<file path="src/rtl/dmem_arbiter_pkg.sv">
// rtl/dmem_arbiter_pkg.sv - shared state encoding and defaults for the data-memory arbiter
package dmem_arbiter_pkg;

  typedef enum logic [1:0] {
    ST_IDLE  = 2'd0,
    ST_BURST = 2'd1,
    ST_DONE  = 2'd2
  } arb_state_t;

  localparam int MAX_WAIT_DEF = 4;
  localparam int LEN_W_DEF    = 4;
  localparam int WAIT_W       = 4;

endpackage

</file>
<file path="src/rtl/dmem_arbiter_if.sv">
// rtl/dmem_arbiter_if.sv - CPU MEM-stage, DMA burst and datamem signals around the arbiter
interface dmem_arbiter_if #(
  parameter int LEN_W = 4
);
  logic             cpu_en;
  logic             cpu_we;
  logic [31:0]      cpu_addr;
  logic [31:0]      cpu_wdata;
  logic [31:0]      cpu_rdata;
  logic             cpu_stall;
  logic             dma_start;
  logic             dma_we;
  logic [31:0]      dma_addr;
  logic [LEN_W-1:0] dma_len;
  logic [31:0]      dma_wdata;
  logic             dma_ack;
  logic [31:0]      dma_rdata;
  logic             dma_rvalid;
  logic             dma_busy;
  logic             dma_done;
  logic [31:0]      mem_addr;
  logic [31:0]      mem_wdata;
  logic             mem_we;
  logic [31:0]      mem_rdata;

  // slave: the arbiter itself
  modport slave (
    input  cpu_en, cpu_we, cpu_addr, cpu_wdata,
    input  dma_start, dma_we, dma_addr, dma_len, dma_wdata,
    input  mem_rdata,
    output cpu_rdata, cpu_stall,
    output dma_ack, dma_rdata, dma_rvalid, dma_busy, dma_done,
    output mem_addr, mem_wdata, mem_we
  );

  modport master (
    output cpu_en, cpu_we, cpu_addr, cpu_wdata,
    output dma_start, dma_we, dma_addr, dma_len, dma_wdata,
    output mem_rdata,
    input  cpu_rdata, cpu_stall,
    input  dma_ack, dma_rdata, dma_rvalid, dma_busy, dma_done,
    input  mem_addr, mem_wdata, mem_we
  );
endinterface

</file>
<file path="src/rtl/dmem_port_mux.sv">
// rtl/dmem_port_mux.sv - owner select for the single datamem port
module dmem_port_mux (
  input  logic        dma_sel,
  input  logic        cpu_en,
  input  logic        cpu_we,
  input  logic [31:0] cpu_addr,
  input  logic [31:0] cpu_wdata,
  input  logic        dma_we,
  input  logic [31:0] dma_addr,
  input  logic [31:0] dma_wdata,
  output logic [31:0] mem_addr,
  output logic [31:0] mem_wdata,
  output logic        mem_we
);

  always_comb begin
    mem_addr  = cpu_addr;
    mem_wdata = cpu_wdata;
    mem_we    = cpu_en & cpu_we;
    if (dma_sel) begin
      mem_addr  = dma_addr;
      mem_wdata = dma_wdata;
      mem_we    = dma_we;
    end
  end

endmodule

</file>
<file path="src/rtl/dmem_arbiter.sv">
// rtl/dmem_arbiter.sv - shares datamem between the MEM stage and a word-burst DMA engine
module dmem_arbiter
  import dmem_arbiter_pkg::*;
#(
  parameter int MAX_WAIT = MAX_WAIT_DEF,
  parameter int LEN_W    = LEN_W_DEF
) (
  input logic           clk,
  input logic           clrn,
  dmem_arbiter_if.slave bus
);

  localparam logic [WAIT_W-1:0] WAIT_LIM = WAIT_W'(MAX_WAIT);
  localparam logic [LEN_W-1:0]  LEN_ONE  = LEN_W'(1);
  localparam logic [LEN_W-1:0]  LEN_ZERO = '0;

  arb_state_t        state;
  logic [WAIT_W-1:0] wait_cnt;
  logic [LEN_W-1:0]  remain;
  logic [31:0]       addr_q;
  logic              we_q;
  logic [31:0]       rdata_q;
  logic              rvalid_q;
  logic              busy_q;
  logic              done_q;

  logic in_burst;
  logic force_beat;
  logic beat;

  // CPU wins unless the DMA has waited MAX_WAIT owned cycles in a row
  assign in_burst   = (state == ST_BURST);
  assign force_beat = (wait_cnt == WAIT_LIM);
  assign beat       = in_burst && !(bus.cpu_en && !force_beat);

  assign bus.dma_ack    = beat;
  assign bus.cpu_stall  = in_burst && bus.cpu_en && force_beat;
  assign bus.cpu_rdata  = bus.mem_rdata;
  assign bus.dma_rdata  = rdata_q;
  assign bus.dma_rvalid = rvalid_q;
  assign bus.dma_busy   = busy_q;
  assign bus.dma_done   = done_q;

  dmem_port_mux u_port_mux (
    .dma_sel   (beat),
    .cpu_en    (bus.cpu_en),
    .cpu_we    (bus.cpu_we),
    .cpu_addr  (bus.cpu_addr),
    .cpu_wdata (bus.cpu_wdata),
    .dma_we    (we_q),
    .dma_addr  (addr_q),
    .dma_wdata (bus.dma_wdata),
    .mem_addr  (bus.mem_addr),
    .mem_wdata (bus.mem_wdata),
    .mem_we    (bus.mem_we)
  );

  always_ff @(posedge clk or posedge clrn) begin
    if (clrn) begin
      state    <= ST_IDLE;
      wait_cnt <= '0;
      remain   <= '0;
      addr_q   <= '0;
      we_q     <= 1'b0;
      rdata_q  <= '0;
      rvalid_q <= 1'b0;
      busy_q   <= 1'b0;
      done_q   <= 1'b0;
    end else begin
      rvalid_q <= beat && !we_q;
      if (beat && !we_q) begin
        rdata_q <= bus.mem_rdata;
      end
      case (state)
        ST_IDLE: begin
          wait_cnt <= '0;
          if (bus.dma_start) begin
            busy_q <= 1'b1;
            if (bus.dma_len != LEN_ZERO) begin
              state  <= ST_BURST;
              addr_q <= bus.dma_addr & 32'hFFFF_FFFC;
              remain <= bus.dma_len;
              we_q   <= bus.dma_we;
            end else begin
              state  <= ST_DONE;
              done_q <= 1'b1;
            end
          end
        end
        ST_BURST: begin
          if (beat) begin
            wait_cnt <= '0;
            addr_q   <= addr_q + 32'd4;
            remain   <= remain - LEN_ONE;
            if (remain == LEN_ONE) begin
              state  <= ST_DONE;
              done_q <= 1'b1;
            end
          end else begin
            wait_cnt <= wait_cnt + 1'b1;
          end
        end
        ST_DONE: begin
          state    <= ST_IDLE;
          wait_cnt <= '0;
          busy_q   <= 1'b0;
          done_q   <= 1'b0;
        end
        default: begin
          state    <= ST_IDLE;
          wait_cnt <= '0;
          busy_q   <= 1'b0;
          done_q   <= 1'b0;
        end
      endcase
    end
  end

endmodule

</file>
<file path="src/flat_wrapper.sv">
// flat-port wrapper written by rule: the top's interface ports become plain ports
module dmem_arbiter_flat import dmem_arbiter_pkg::*;
#(
  parameter int MAX_WAIT = MAX_WAIT_DEF,
  parameter int LEN_W    = LEN_W_DEF
)
  (clk, clrn, bus_cpu_en, bus_cpu_we, bus_cpu_addr, bus_cpu_wdata, bus_dma_start, bus_dma_we, bus_dma_addr, bus_dma_len, bus_dma_wdata, bus_mem_rdata, bus_cpu_rdata, bus_cpu_stall, bus_dma_ack, bus_dma_rdata, bus_dma_rvalid, bus_dma_busy, bus_dma_done, bus_mem_addr, bus_mem_wdata, bus_mem_we);
  dmem_arbiter_if #(.LEN_W(LEN_W)) bus_i ();
  input logic clk;
  input logic clrn;
  input wire logic [$bits(bus_i.cpu_en)-1:0] bus_cpu_en;
  input wire logic [$bits(bus_i.cpu_we)-1:0] bus_cpu_we;
  input wire logic [$bits(bus_i.cpu_addr)-1:0] bus_cpu_addr;
  input wire logic [$bits(bus_i.cpu_wdata)-1:0] bus_cpu_wdata;
  input wire logic [$bits(bus_i.dma_start)-1:0] bus_dma_start;
  input wire logic [$bits(bus_i.dma_we)-1:0] bus_dma_we;
  input wire logic [$bits(bus_i.dma_addr)-1:0] bus_dma_addr;
  input wire logic [$bits(bus_i.dma_len)-1:0] bus_dma_len;
  input wire logic [$bits(bus_i.dma_wdata)-1:0] bus_dma_wdata;
  input wire logic [$bits(bus_i.mem_rdata)-1:0] bus_mem_rdata;
  output wire logic [$bits(bus_i.cpu_rdata)-1:0] bus_cpu_rdata;
  output wire logic [$bits(bus_i.cpu_stall)-1:0] bus_cpu_stall;
  output wire logic [$bits(bus_i.dma_ack)-1:0] bus_dma_ack;
  output wire logic [$bits(bus_i.dma_rdata)-1:0] bus_dma_rdata;
  output wire logic [$bits(bus_i.dma_rvalid)-1:0] bus_dma_rvalid;
  output wire logic [$bits(bus_i.dma_busy)-1:0] bus_dma_busy;
  output wire logic [$bits(bus_i.dma_done)-1:0] bus_dma_done;
  output wire logic [$bits(bus_i.mem_addr)-1:0] bus_mem_addr;
  output wire logic [$bits(bus_i.mem_wdata)-1:0] bus_mem_wdata;
  output wire logic [$bits(bus_i.mem_we)-1:0] bus_mem_we;
  assign bus_i.cpu_en = bus_cpu_en;
  assign bus_i.cpu_we = bus_cpu_we;
  assign bus_i.cpu_addr = bus_cpu_addr;
  assign bus_i.cpu_wdata = bus_cpu_wdata;
  assign bus_i.dma_start = bus_dma_start;
  assign bus_i.dma_we = bus_dma_we;
  assign bus_i.dma_addr = bus_dma_addr;
  assign bus_i.dma_len = bus_dma_len;
  assign bus_i.dma_wdata = bus_dma_wdata;
  assign bus_i.mem_rdata = bus_mem_rdata;
  assign bus_cpu_rdata = bus_i.cpu_rdata;
  assign bus_cpu_stall = bus_i.cpu_stall;
  assign bus_dma_ack = bus_i.dma_ack;
  assign bus_dma_rdata = bus_i.dma_rdata;
  assign bus_dma_rvalid = bus_i.dma_rvalid;
  assign bus_dma_busy = bus_i.dma_busy;
  assign bus_dma_done = bus_i.dma_done;
  assign bus_mem_addr = bus_i.mem_addr;
  assign bus_mem_wdata = bus_i.mem_wdata;
  assign bus_mem_we = bus_i.mem_we;
  dmem_arbiter #(.MAX_WAIT(MAX_WAIT), .LEN_W(LEN_W)) u_core (.clk(clk), .clrn(clrn), .bus(bus_i));
endmodule
</file>
<file path="config.mk">
export PLATFORM = sky130hd
export DESIGN_NAME = dmem_arbiter_flat
export DESIGN_NICKNAME = d
export VERILOG_FILES = /design/src/rtl/dmem_arbiter_pkg.sv /design/src/rtl/dmem_arbiter_if.sv /design/src/rtl/dmem_port_mux.sv /design/src/rtl/dmem_arbiter.sv /design/src/flat_wrapper.sv
export SDC_FILE = /design/constraint.sdc
export NUM_CORES = 1
export LEC_CHECK = 0
export CAP_MARGIN = 10
export CORE_ASPECT_RATIO = 0.75
export CORE_UTILIZATION = 38
export DETAILED_ROUTE_END_ITERATION = 12
export GPL_TIMING_DRIVEN = 0
export PLACE_DENSITY = 0.9
export SLEW_MARGIN = 20
export SYNTH_ARGS = -nofsm -noshare
export SYNTH_HDL_FRONTEND = slang
export SYNTH_SLANG_ARGS = --single-unit
</file>
<file path="constraint.sdc">
create_clock -name clk -period 3.3 [get_ports clk]
set_input_delay 0.825 -clock clk [delete_from_list [all_inputs] [get_ports clk]]
set_output_delay 0.825 -clock clk [all_outputs]
set_load 0.05 [all_outputs]
</file>
==> results.yml <==
yosys:
  synth_edf_count: 0
  synth_cell_types: 59
  synth-seq-cells: 76
  synth.yosys.warnings: 0
  netlist_instances: 617
  synth_ff_type: "dfrtp_1"
  yosysSeqAreaShare: 0.390
  synthArstFlopShare: 1.00
  syn_area_sq_um: 4880
  syn_nets: 792
  post_synth.cell_area_avg_sq_um: 7.91
finish:
  nNetsFinal: 1105
  area_delta_synth_final_pct: 70.2
  fillers: 1050
  final_cell_mix: "233 x clkdlybuf4s50_1, 205 x nand2_1, 90 x buf_4, 76 x dfrtp_1, 34 x a21oi_1"
  drive_above_1_share: 0.205
  fin_util: 0.670
  final_common_cell: "clkdlybuf4s50_1"
  diodes: 0
cts:
  htreeDepth: 3
  clockRootBuffer: "clkbuf_16"
  cts_setup_buffers: 0
  clkSlewWorstSetupHoldPaths_ns: 0.06
  postCtsHoldBufs: 0
  clk_path_buf_depth: 2
  cts_buffers: 9
  cts_tree: "yes"
  cts.sinks: 76
  clk_latency_ns: 0.33
timing:
  drv_slew: 0
  min_period_ns: 3.10
  period_share: 0.938
  worst_pin_slew_ns: 0.636
  setup_ws_ns: 0.205
  holdWs_ns: 0.501
  relSlewSlack: 0.576
  hold_violations: 0
  clock.fmax_ghz: 0.323
  setup_viol: 0
  rsz0062_at_grt: "no"
  skew_ns: 0.00490
detailed_routing:
  drtIter0Drc: 543
  vias: 5761
  drc: 0
  drt_wl_total_um: 17800
  dr.pass1.iters: 5
  viasPerCell: 5.23
  routedWlPerCell_um: 16.2
  drtAntennaViolNets: 0
worst_setup_path:
  slowest_stage: "dlygate4sd2_1"
  path_cells: "buf_6 -> inv_1 -> nor2_2 -> clkbuf_2 -> nand2_1 -> nor2_1 -> dlygate4sd2_1"
  critical_path.max_fanout: 10
  path_class: "reg -> out"
  critPathCaptureType: "output pin"
  critPathMaxStageDelay_ns: 0.55
  cp.buffers_inverters: 4
  startpoint_type: "flip-flop"
  crit_required_ns: 2.47
  cp_top_family: "buffers and inverters"
  worstPathArrival_ns: 2.27
global_route:
  overflow: 0
  grt_pass1_wl_um: 27800
  grt_usage: 0.265
  grt_pass1_vias: 5358
  antenna_found_initial: 0
  grt_max_degree: 43
power:
  p_per_area_nw_per_um2: 994
  finalPower_mw: 8.26
  vdd_drop_max_v: 0.000679
  p_leak_nw: 3.76
floorplan:
  die_w_um: 133
  io_pins: 304
  die_h_um: 100
  fp.dieArea_sq_um: 13300
  core_sq_um: 12400
  start_util: 0.394
  row_count: 35
run:
  drv_cap: 0
placed_design:
  gp_congestion: 0.916
  hpwlAfterDp_um: 13900
  io_buffers: 301
  dpl_worst_slack_ns: -1.21
worst_hold_path:
  hp-class: "reg -> reg"
status:
  outcome: "finished, final reports clean"
synthesized netlist by cell type (3+ instances only):
cell type / number / area [sq um]
a211oi_1: 3 / 22.5
a21oi_1: 34 / 170
a31oi_1: 5 / 31.3
and3_1: 5 / 31.3
and4_1: 6 / 52.6
buf_1: 5 / 18.8
buf_2: 11 / 55.1
buf_4: 34 / 255
clkbuf_1: 19 / 71.3
clkbuf_2: 3 / 15.0
dfrtp_1: 76 / 1900
ha_1: 5 / 62.6
inv_1: 13 / 48.8
mux2_2: 33 / 372
nand2_1: 207 / 777
nand3_1: 15 / 75.1
nand4_1: 14 / 87.6
nor2_1: 27 / 101
nor2b_1: 3 / 18.8
nor3_1: 12 / 60.1
o21a_1: 3 / 22.5
o21ai_0: 19 / 95.1
o22a_1: 3 / 26.3
o22ai_1: 12 / 75.1
o2bb2a_1: 4 / 40.0
o32ai_1: 3 / 26.3
state kept, by name, summed over array words and instances, names as in the netlist:
signal,cells
u_core.bus.dma_rdata,32
u_core.addr_q,30
u_core.remain,4
u_core.wait_cnt,4
u_core.state,2
u_core.bus.dma_busy,1
u_core.bus.dma_done,1
u_core.bus.dma_rvalid,1
u_core.we_q,1
path summary, 6_finish.rpt:
path / start / endpoint / depth (start not counted) / slack, ns
max: u_core.state[0] / bus_cpu_stall / 7 / 0.20
min: u_core.bus.dma_busy / u_core.bus.dma_busy / 2 / 0.50
max reg2reg: u_core.state[0] / u_core.bus.dma_rdata[15] / 7 / 0.99
min reg2reg: u_core.bus.dma_busy / u_core.bus.dma_busy / 2 / 0.50
max in group asynchronous: clrn / u_core.state[1] / 3 / 1.87
min in group asynchronous: clrn / u_core.bus.dma_rdata[0] / 2 / 0.86
power by group:
part           leakage [nW]  switching, mW  internal (mW)  total (mW)
sequential            0.893          0.359           1.37        1.73
clock                 0.124          0.412          0.511       0.923
combinational          2.75           3.69           1.92        5.61
total                  3.76           4.46           3.80        8.26
layout make-up:
type,instances,area (sq um),share of cell area
Buffer,73,484,0.0583
Timing Repair Buffer,302,2870,0.346
Sequential cell,76,1900,0.229
Clock buffer,9,225,0.0271
Clock inverter,7,52.6,0.00633
Multi-Input combinational cell,454,2510,0.302
Tap cell,166,208,0.0250
Inverter,14,57.6,0.00693
kinds of logic (layout without fill, tap and decap cells):
logic type / after synthesis / count (layout) / synth area share
simple gates: 306 / 306 / 0.277
compound gates: 108 / 108 / 0.142
buf+inv: 87 / 405 / 0.0982
flops: 76 / 76 / 0.390
mux: 33 / 33 / 0.0761
fa+ha+maj: 5 / 5 / 0.0128
xor+xnor: 2 / 2 / 0.00359
tightest hold or removal path: cells and delay by family, from the launching register on:
kind | cells | cell delay (ns)
AND/OR/NAND/NOR | 2 | 0.12
flip-flops | 1 | 0.34
through the flow:
step / cells / area (sq um) / setup TNS (ns)
global route: 1101 / 8310 / 0
finish: 1101 / 8310 / 0
detailed placement: 1085 / 8130 / -70.56
global placement: 1084 / 8100 / -128.69
CTS: 1101 / 8310 / 0
floorplan: 617 / 4880 / 0
per-layer routing:
| metal | share of wire | up-vias | global-route usage | wire (um) |
|---|---|---|---|---|
| met2 | 0.47 | 339 | 0.428 | 8320 |
| met5 | 0 | - | 0 | 0 |
| li1 | - | 2712 | - | - |
| met1 | 0.42 | 2689 | 0.364 | 7570 |
| met4 | 0.010 | 0 | 0.0539 | 184 |
| met3 | 0.098 | 21 | 0.0626 | 1740 |
repair_timing:
action	4_1_cts	5_1_grt
gates cloned	0	0
pin swaps	0	0
setup endpoints to repair	67	65
hold endpoints to repair	0	0
gates resized for setup	408	1
No activity file was read; power rests on OpenSTA's default activity.
